**src/rtl/dcache_pkg.sv**
```systemverilog
// Shared types and width helpers for the N-way data cache controller.
package dcache_pkg;

   typedef enum logic [1:0] {
      CHECK      = 2'd0,
      WRITE_DONE = 2'd1,
      WRITEBACK  = 2'd2,
      FILL       = 2'd3
   } state_t;

   function automatic int unsigned idx_width(input int unsigned n);
      return (n > 32'd1) ? $clog2(n) : 32'd1;
   endfunction

   // Index of the lowest set bit; associativity never exceeds eight ways.
   function automatic logic [2:0] lowest_set(input logic [7:0] v);
      logic [2:0] idx;
      idx = 3'd0;
      for (int i = 7; i >= 0; i--) begin
         idx = v[i] ? 3'(i) : idx;
      end
      return idx;
   endfunction

endpackage

```
**src/rtl/dcache_plru_tree.sv**
```systemverilog
// Tree pseudo-LRU state per set: victim lookup and access update.
module dcache_plru_tree
   import dcache_pkg::*;
#(
   parameter int unsigned WAYS = 32'd4,
   parameter int unsigned SETS = 32'd16
) (
   input  logic                            clk,
   input  logic                            rst_n,
   input  logic [idx_width(SETS)-1:0]      set_index,
   input  logic                            access_en,
   input  logic [idx_width(WAYS)-1:0]      access_way,
   output logic [idx_width(WAYS)-1:0]      victim
);

   localparam int unsigned WAY_W  = idx_width(WAYS);
   localparam int unsigned LEVELS = $clog2(WAYS);
   localparam int unsigned NODES  = WAYS - 32'd1;

   // Node n has children 2n+1 (lower ways) and 2n+2; a 0 bit steers the victim low.
   logic [NODES-1:0] tree_r [SETS];
   logic [NODES-1:0] cur_s;
   logic [NODES-1:0] upd_s;
   logic [WAY_W-1:0] victim_s;

   assign cur_s  = tree_r[set_index];
   assign victim = victim_s;

   // walk the tree for the victim and build the post-access bit pattern
   always_comb begin
      int unsigned node;
      victim_s = '0;
      upd_s    = cur_s;
      node     = 32'd0;
      for (int l = 0; l < int'(LEVELS); l++) begin
         victim_s[LEVELS-32'd1-32'(l)] = cur_s[node];
         node = (32'd2 * node) + 32'd1 + {31'd0, cur_s[node]};
      end
      node = 32'd0;
      for (int l = 0; l < int'(LEVELS); l++) begin
         upd_s[node] = ~access_way[LEVELS-32'd1-32'(l)];
         node = (32'd2 * node) + 32'd1 + {31'd0, access_way[LEVELS-32'd1-32'(l)]};
      end
   end

   // per-set tree storage
   always_ff @(posedge clk or negedge rst_n) begin
      if (!rst_n) begin
         for (int s = 0; s < int'(SETS); s++) begin
            tree_r[s] <= '0;
         end
      end else if (access_en) begin
         tree_r[set_index] <= upd_s;
      end
   end

endmodule

```
**src/rtl/dcache_ctrl_nway.sv**
```systemverilog
// N-way write-back data cache controller with tree-PLRU replacement.
// Optional build macro DCACHE_INVALID_FIRST_EN: prefer an invalid way as victim.
module dcache_ctrl_nway
   import dcache_pkg::*;
#(
   parameter int unsigned WAYS       = 32'd4,
   parameter int unsigned SETS       = 32'd16,
   parameter int unsigned LINE_BYTES = 32'd32
) (
   input  logic                         clk,
   input  logic                         rst_n,
   input  logic                         mem_read,
   input  logic                         mem_write,
   input  logic [LINE_BYTES-1:0]        mem_byte_enable,
   input  logic [idx_width(SETS)-1:0]   set_index,
   input  logic [WAYS-1:0]              hit,
   input  logic [WAYS-1:0]              valid_out,
   input  logic [WAYS-1:0]              dirty_out,
   input  logic                         pmem_resp,
   output logic                         mem_resp,
   output logic                         pmem_read,
   output logic                         pmem_write,
   output logic [idx_width(WAYS)-1:0]   victim_way,
   output logic [WAYS-1:0]              data_we,
   output logic [WAYS-1:0]              load_tag,
   output logic [WAYS-1:0]              load_valid,
   output logic [WAYS-1:0]              load_dirty,
   output logic                         set_valid,
   output logic                         set_dirty,
   output logic [LINE_BYTES-1:0]        data_byte_en,
   output logic                         data_src_sel,
   output logic                         hit_multi_err
);

   localparam int unsigned    WAY_W   = idx_width(WAYS);
   localparam logic [WAYS-1:0] WAY_ONE = {{(WAYS-1){1'b0}}, 1'b1};

   state_t           state_r;
   state_t           state_s;
   logic [WAY_W-1:0] victim_r;
   logic [WAY_W-1:0] plru_victim_s;
   logic [WAY_W-1:0] choose_s;
   logic [WAY_W-1:0] hit_way_s;
   logic             req_s;
   logic             hit_any_s;
   logic             multi_s;
   logic             miss_s;
   logic             access_en_s;

   assign req_s       = mem_read | mem_write;
   assign hit_any_s   = |hit;
   assign multi_s     = |(hit & (hit - WAY_ONE));
   assign hit_way_s   = WAY_W'(lowest_set(8'(hit)));
   assign miss_s      = (state_r == CHECK) & req_s & ~hit_any_s;
   assign access_en_s = (state_r == CHECK) & req_s & hit_any_s;

   dcache_plru_tree #(
      .WAYS (WAYS),
      .SETS (SETS)
   ) u_plru (
      .clk        (clk),
      .rst_n      (rst_n),
      .set_index  (set_index),
      .access_en  (access_en_s),
      .access_way (hit_way_s),
      .victim     (plru_victim_s)
   );

`ifdef DCACHE_INVALID_FIRST_EN
   // an empty way is always a cheaper victim than any tree choice
   always_comb begin
      if (|(~valid_out)) begin
         choose_s = WAY_W'(lowest_set(8'(~valid_out)));
      end else begin
         choose_s = plru_victim_s;
      end
   end
`else
   assign choose_s = plru_victim_s;
`endif

   // The victim is only meaningful while a line transfer is in flight.
   assign victim_way = ((state_r == WRITEBACK) || (state_r == FILL)) ? victim_r : '0;

   // state register
   always_ff @(posedge clk or negedge rst_n) begin
      if (!rst_n) begin
         state_r <= CHECK;
      end else begin
         state_r <= state_s;
      end
   end

   // victim latch, frozen from miss detection until the fill completes
   always_ff @(posedge clk or negedge rst_n) begin
      if (!rst_n) begin
         victim_r <= '0;
      end else if (miss_s) begin
         victim_r <= choose_s;
      end
   end

   // next-state and strobe decode
   always_comb begin
      state_s       = state_r;
      mem_resp      = 1'b0;
      pmem_read     = 1'b0;
      pmem_write    = 1'b0;
      data_we       = '0;
      load_tag      = '0;
      load_valid    = '0;
      load_dirty    = '0;
      set_valid     = 1'b0;
      set_dirty     = 1'b0;
      data_byte_en  = '0;
      data_src_sel  = 1'b0;
      hit_multi_err = 1'b0;
      case (state_r)
         CHECK: begin
            if (req_s) begin
               hit_multi_err = multi_s;
               if (hit_any_s) begin
                  if (mem_write) begin
                     data_we      = WAY_ONE << hit_way_s;
                     data_byte_en = mem_byte_enable;
                     load_dirty   = WAY_ONE << hit_way_s;
                     set_dirty    = 1'b1;
                     state_s      = WRITE_DONE;
                  end else begin
                     mem_resp = 1'b1;
                     state_s  = CHECK;
                  end
               end else if (valid_out[choose_s] & dirty_out[choose_s]) begin
                  state_s = WRITEBACK;
               end else begin
                  state_s = FILL;
               end
            end else begin
               state_s = CHECK;
            end
         end
         WRITE_DONE: begin
            mem_resp = 1'b1;
            state_s  = CHECK;
         end
         WRITEBACK: begin
            pmem_write = 1'b1;
            if (pmem_resp) begin
               load_dirty = WAY_ONE << victim_r;
               set_dirty  = 1'b0;
               state_s    = FILL;
            end else begin
               state_s = WRITEBACK;
            end
         end
         FILL: begin
            pmem_read    = 1'b1;
            data_src_sel = 1'b1;
            data_we      = WAY_ONE << victim_r;
            data_byte_en = '1;
            if (pmem_resp) begin
               load_tag   = WAY_ONE << victim_r;
               load_valid = WAY_ONE << victim_r;
               set_valid  = 1'b1;
               state_s    = CHECK;
            end else begin
               state_s = FILL;
            end
         end
         default: begin
            state_s = CHECK;
         end
      endcase
   end

endmodule

```
**config.mk**
```make
export PLATFORM = sky130hd
export DESIGN_NAME = dcache_ctrl_nway
export DESIGN_NICKNAME = d
export VERILOG_FILES = /design/src/rtl/dcache_pkg.sv /design/src/rtl/dcache_plru_tree.sv /design/src/rtl/dcache_ctrl_nway.sv
export SDC_FILE = /design/constraint.sdc
export NUM_CORES = 1
export LEC_CHECK = 0
export CAP_MARGIN = 40
export CORE_MARGIN = 2
export CORE_UTILIZATION = 46
export DETAILED_ROUTE_END_ITERATION = 12
export PLACE_DENSITY = 0.86
export SYNTH_ARGS = -nofsm -noshare
export SYNTH_HDL_FRONTEND = slang
export SYNTH_SLANG_ARGS = --single-unit
```
**constraint.sdc**
```tcl
create_clock -name clk -period 2.9 [get_ports clk]
set_clock_uncertainty 0.05 [all_clocks]
set_input_delay 0.29 -clock clk [delete_from_list [all_inputs] [get_ports clk]]
set_output_delay 0.29 -clock clk [all_outputs]
set_load 0.05 [all_outputs]
```
# Yosys cells after proc, flatten, opt, wreduce, memory -nomap -nowiden
# Index checks and enable logic that the tools add are counted.
# op_classes
bitwise	10
add_sub_neg	3
mux	52
shifts	2
magnitude_cmp	6
n_reduce_logical	6
n_eq_ne	3
# ops
operator	n
two-way mux 32 bit	3
less-than comparator 32 x 3 -> 1 bit, second input constant	2
case mux 32 bit (2 select lines)	1
bitwise mux 48 bit	1
greater-or-equal comparator 32 x 1 -> 1 bit, second input constant	1
two-way mux 1 bit	20
two-way mux 4 bit	5
two-way mux 2 bit	8
case mux 4 bit (2 select lines)	2
binary-select mux 3 bit (select 4 bit)	1
demux 3 bit (select 4 bit)	1
two-way mux 3 bit	3
case mux 2 bit (4 select lines)	1
OR reduction 4 bit	2
left shift 1 x 2 -> 4 bit, first input constant	2
binary-select mux 1 bit (select 2 bit)	3
greater-or-equal comparator 5 bit, second input constant	1
less-than comparator 5 x 1 -> 1 bit, second input constant	1
NOT 4 -> 5 bit	1
adder 1 x 1 -> 2 bit, first input constant	2
bitwise AND 1 bit	4
bitwise AND 4 bit	1
equality test 2 bit, second input constant	2
subtractor 4 x 1 -> 4 bit, second input constant	1
10 further kinds	13
# totals
regBits	52
output_inout_bits	57
inputBits	53
elab_cells	100

# Longest topological paths before layout
# logic_depth
depth_word	14
ltp_mapped	9
depth_no_buf	8

# Cells and area by module
# Synthesis repeated with hierarchy kept, for this count alone.
# unflattened
hier_cells	355
hier_area_um2	3323.2
# by_module_without_submodules
module	cells_per_inst	instances	area_per_inst_um2	seq_area_each_um2
dcache_plru_tree	198	1	2384.8	1201.2
dcache_ctrl_nway	157	1	938.4	100.1

# Least setup slack after synthesis
# Ideal clock, no wire load.
# synth_path
path_type	flip-flop to output port
start	register state_r[0]
end	output load_valid[0]
required_time_ns	2.560
slack_ns	-0.306
n_path_buf	2
path_stages_with_launch	6
t_arrival_ns	2.866
path_cell_list	dfrtp_1 > ha_1 > buf_1 > nand2_1 > nor3_1 > buf_4
# synth_via
elab_chain_cells	2
# synth_rtl
element	line_no	text
from (decl)	dcache_ctrl_nway.sv:38	state_t state_r;
from (signal assigned)	dcache_ctrl_nway.sv:90	state_r <= state_s;
equality test 2 bit	n/a	
two-way mux 4 bit	n/a	
to (decl)	dcache_ctrl_nway.sv:26	output logic [WAYS-1:0] load_valid,
# No other way between the ends.

# Worst setup path after layout
# layout_path
start	register state_r[0]
end	output load_dirty[0]
# layout_via
elab_chain_cells	2
elab_cells_between_ends	3
classes_between	eq/ne: 1; mux: 1; reduce/logical: 1
# layout_rtl
element	line_no	text
equality test 2 bit or zero test 2 bit (tied branches)	dcache_ctrl_nway.sv:118	case (state_r)
case mux 4 bit (2 select lines) (*)	dcache_ctrl_nway.sv:118	
to (decl)	dcache_ctrl_nway.sv:27	output logic [WAYS-1:0] load_dirty,
# Mark *: on every way between the ends. The rest lies on a longest branch, timed or not.

==> flow_metrics.env <==
export IMPL_power_mw=2.85
export IMPL_synth_compound_area_share_pct=11.2
export IMPL_wl_mm=9.89
export IMPL_antenna_left=0
export IMPL_p_per_area_nw_per_um2=568
export IMPL_status="complete, no violations"
export IMPL_synth_edf_count=0
export IMPL_cts_buffers=5
export IMPL_cts_num_sinks=52
export IMPL_drt_iter0_markers=103
export IMPL_dieHeight_microns=87.9
export IMPL_end_kind="output pin"
export IMPL_post_cts_resized=0
export IMPL_critPathKind="register to output pin"
export IMPL_crit_path_top_delay_cell="clkdlybuf4s50_1"
export IMPL_yosysWarnings=0
export IMPL_crit_path_max_incr_delay_ns=0.90
export IMPL_r2r_start="state_r[0]"
export IMPL_endpoint="load_dirty[0]"
export IMPL_diodes=0
export IMPL_worstPathCellList="inv_1, ha_1, nand2_1, o31ai_1, clkdlybuf4s50_1"
export IMPL_maxCapViolations=0
export IMPL_netlist_instances=331
export IMPL_critPathLaunch="state_r[0]"
export IMPL_routed_via_density=5.56
export IMPL_syn_to_final_growth_pct=54.8
export IMPL_timing_fmax_mhz=367
export IMPL_hp_class="input pin to asynchronous set/reset pin"
export IMPL_synthAdderAreaFrac_pct=1.54
export IMPL_grt_pass1_wl_mm=15.2
export IMPL_synth_cell_type_count=40
export IMPL_synth_top_area_share_pct=40.2
export IMPL_report_final_slew_viol_count=0
export IMPL_insertion_delay_ns=0.31
export IMPL_ctsHoldBuffers=1
export IMPL_grt_ovfl_total=0
export IMPL_worstSetupPathDepth=5
export IMPL_fin_crit_sh_pct=94.0
export IMPL_syn_area_per_cell_sq_um=9.79
export IMPL_synth_xor_area_share_pct=0
export IMPL_worstMarginPinSlew_ns=0.696
export IMPL_die_w_microns=87.9
export IMPL_grt_max_degree=40
export IMPL_ys_flop_type="dfrtp_1"
export IMPL_synth_nets=388
export IMPL_firstDrtPassIters=4
export IMPL_muxShareOfSynthArea_pct=26.0
export IMPL_synth_top_family_by_area="multiplexers"
export IMPL_nNetsFinal=491
export IMPL_synth_seq_area_share_pct=40.2
export IMPL_post_cts_buffers=0
export IMPL_synthSimpleGateAreaFrac_pct=16.0
export IMPL_antenna_found_initial=0
export IMPL_port_buffers=109
export IMPL_num_vias=2950
export IMPL_hold_viol_final=0
export IMPL_htree_num_levels=2
export IMPL_clock_path_buffers=2
export IMPL_startpoint_type="register"
export IMPL_synth_async_reset_ratio_pct=100
export IMPL_wl_per_cell_microns=18.6
export IMPL_start_util_pct=47.7
export IMPL_dpl_hpwl_mm=7.79
export IMPL_dpl_cell_area_sq_um=4890
export IMPL_grtUsageTotal_pct=25.7
export IMPL_drive_above_1_share_pct=32.0
export IMPL_fillers=444
export IMPL_dieArea_sq_um=7730
export IMPL_critPathMaxFanout=5
export IMPL_fin_crit_ns=2.73
export IMPL_ff2ff_setup_slack_ns=0.18
export IMPL_rsz0062_at_grt="false"
export IMPL_synthesis_area_sq_um=3240
export IMPL_cp_arrival_ns=2.39
export IMPL_maxSlewHeadroom_pct=53.2
export IMPL_placed_cells=522
export IMPL_root_buffer="clkbuf_8"
export IMPL_stdcell_count=531
export IMPL_ys_seq_elements=52
export IMPL_cts_tree="yes"
export IMPL_required_ns=2.56
export IMPL_worstRegToRegCells=7
export IMPL_rows=30
export IMPL_path_buf_inv=2
export IMPL_total_leakage_power_nw=2.10
export IMPL_setup_tns_ns=0
export IMPL_setup_violations=0
export IMPL_fin_area_sq_um=5010
export IMPL_rr_endpoint="u_plru.tree_r[36]"
export IMPL_synth_top_cell_by_area="dfrtp_1"
export IMPL_io_pins=110
export IMPL_cts_reportedPaths_clkPinSlew_ns=0.10
export IMPL_synth_area_leaders="dfrtp_1 (40%), mux2_2 (17%), nor2_1 (6.0%)"
export IMPL_ir_drop_mv=0.438
export IMPL_grt_pass1_vias=2980
export IMPL_core_area_sq_um=6790
export IMPL_gp_congestion=0.873
export IMPL_drc=0
export IMPL_crit_family="buffers and inverters"
-- metrics by stage --
stage                     util (%)  hold slack, ns  worst slack [ns]
after floorplan                  -         -0.0556            0.0463
after global placement        71.3           0.433             0.207
after detailed placement      72.0           0.152             0.166
after CTS                     73.8           0.346             0.231
after global routing          73.8           0.374            0.0718
final                         73.8           0.359             0.173
-- synthesized netlist by cell type, types with 3 or more instances --
master,n
dfrtp_1,52
nor2_1,52
mux2_2,50
a21oi_1,38
nand2_1,26
clkbuf_1,12
nor3_1,10
mux2i_1,9
o21ai_0,7
buf_1,6
buf_4,6
mux4_2,6
nand3_1,6
nor2b_1,5
ha_1,4
inv_1,4
o21a_1,4
buf_6,3
nand2b_1,3
-- final cells by class --
class                   count  area [sq um]  share of cell area [%]
inverters                   4          15.0                   0.299
clock inverters             3          46.3                   0.923
repair buffers            124          1690                    33.6
flip-flops and latches     52          1300                    25.9
well taps                  96           120                    2.40
clock buffers               5          68.8                    1.37
multi-input cells         247          1780                    35.4
-- state kept, by name, summed over array words and instances, names as in the netlist --
| signal | flops |
|---|---|
| state_r | 2 |
| u_plru.tree_r | 48 |
| victim_r | 2 |
-- cell usage in the layout (no fill, tap or decap), types with 3 or more instances in the layout --
master / instances
nand2_1: 26
mux2i_1: 9
nor3_1: 9
nor2b_1: 5
nand2b_1: 3
o21ai_0: 6
a21oi_1: 38
dfrtp_1: 52
mux4_2: 6
inv_1: 4
buf_4: 19
nor2_1: 52
buf_12: 48
o21a_1: 4
mux2_2: 50
nand3_1: 6
clkdlybuf4s50_1: 54
ha_1: 4
clkbuf_8: 5
-- report_power, final --
part | total [mW] | switching, mW | internal (mW)
clock network | 0.511 | 0.250 | 0.262
registers | 1.16 | 0.187 | 0.976
logic | 1.17 | 0.557 | 0.618
total | 2.85 | 0.994 | 1.86
-- layer usage --
layer | global-route usage (%) | up-vias | part of all wire (%)
li1 | - | 1374 | -
met1 | 26.8 | 1426 | 35
met2 | 50.6 | 130 | 55
met3 | 6.03 | 20 | 7.4
met4 | 7.83 | 0 | 2.6
met5 | 0 | - | 0
-- worst register-to-register path, delay by kind of cell, from the launching register on --
family | cells | cell delay (ns)
simple gates | 3 | 1.08
mux | 1 | 0.42
flops | 1 | 0.41
fa+ha+maj | 1 | 0.30
compound gates | 1 | 0.26
buf+inv | 1 | 0.09
-- cell families (layout without fill, tap and decap cells) --
group,count (synthesis),count (layout)
compound gates,62,62
fa+ha+maj,4,4
mux,67,67
simple gates,114,114
buf+inv,32,136
flops,52,52
-- worst min path at each step --
stage                           start           endpoint  slack (ns)
floorplan                       rst_n         state_r[0]       -0.06
global placement    u_plru.tree_r[28]  u_plru.tree_r[28]        0.43
detailed placement              rst_n  u_plru.tree_r[26]        0.15
CTS                             rst_n   u_plru.tree_r[2]        0.35
global route                    rst_n   u_plru.tree_r[2]        0.37
finish                          rst_n   u_plru.tree_r[9]        0.36
Power figures use the tool's default switching activity.
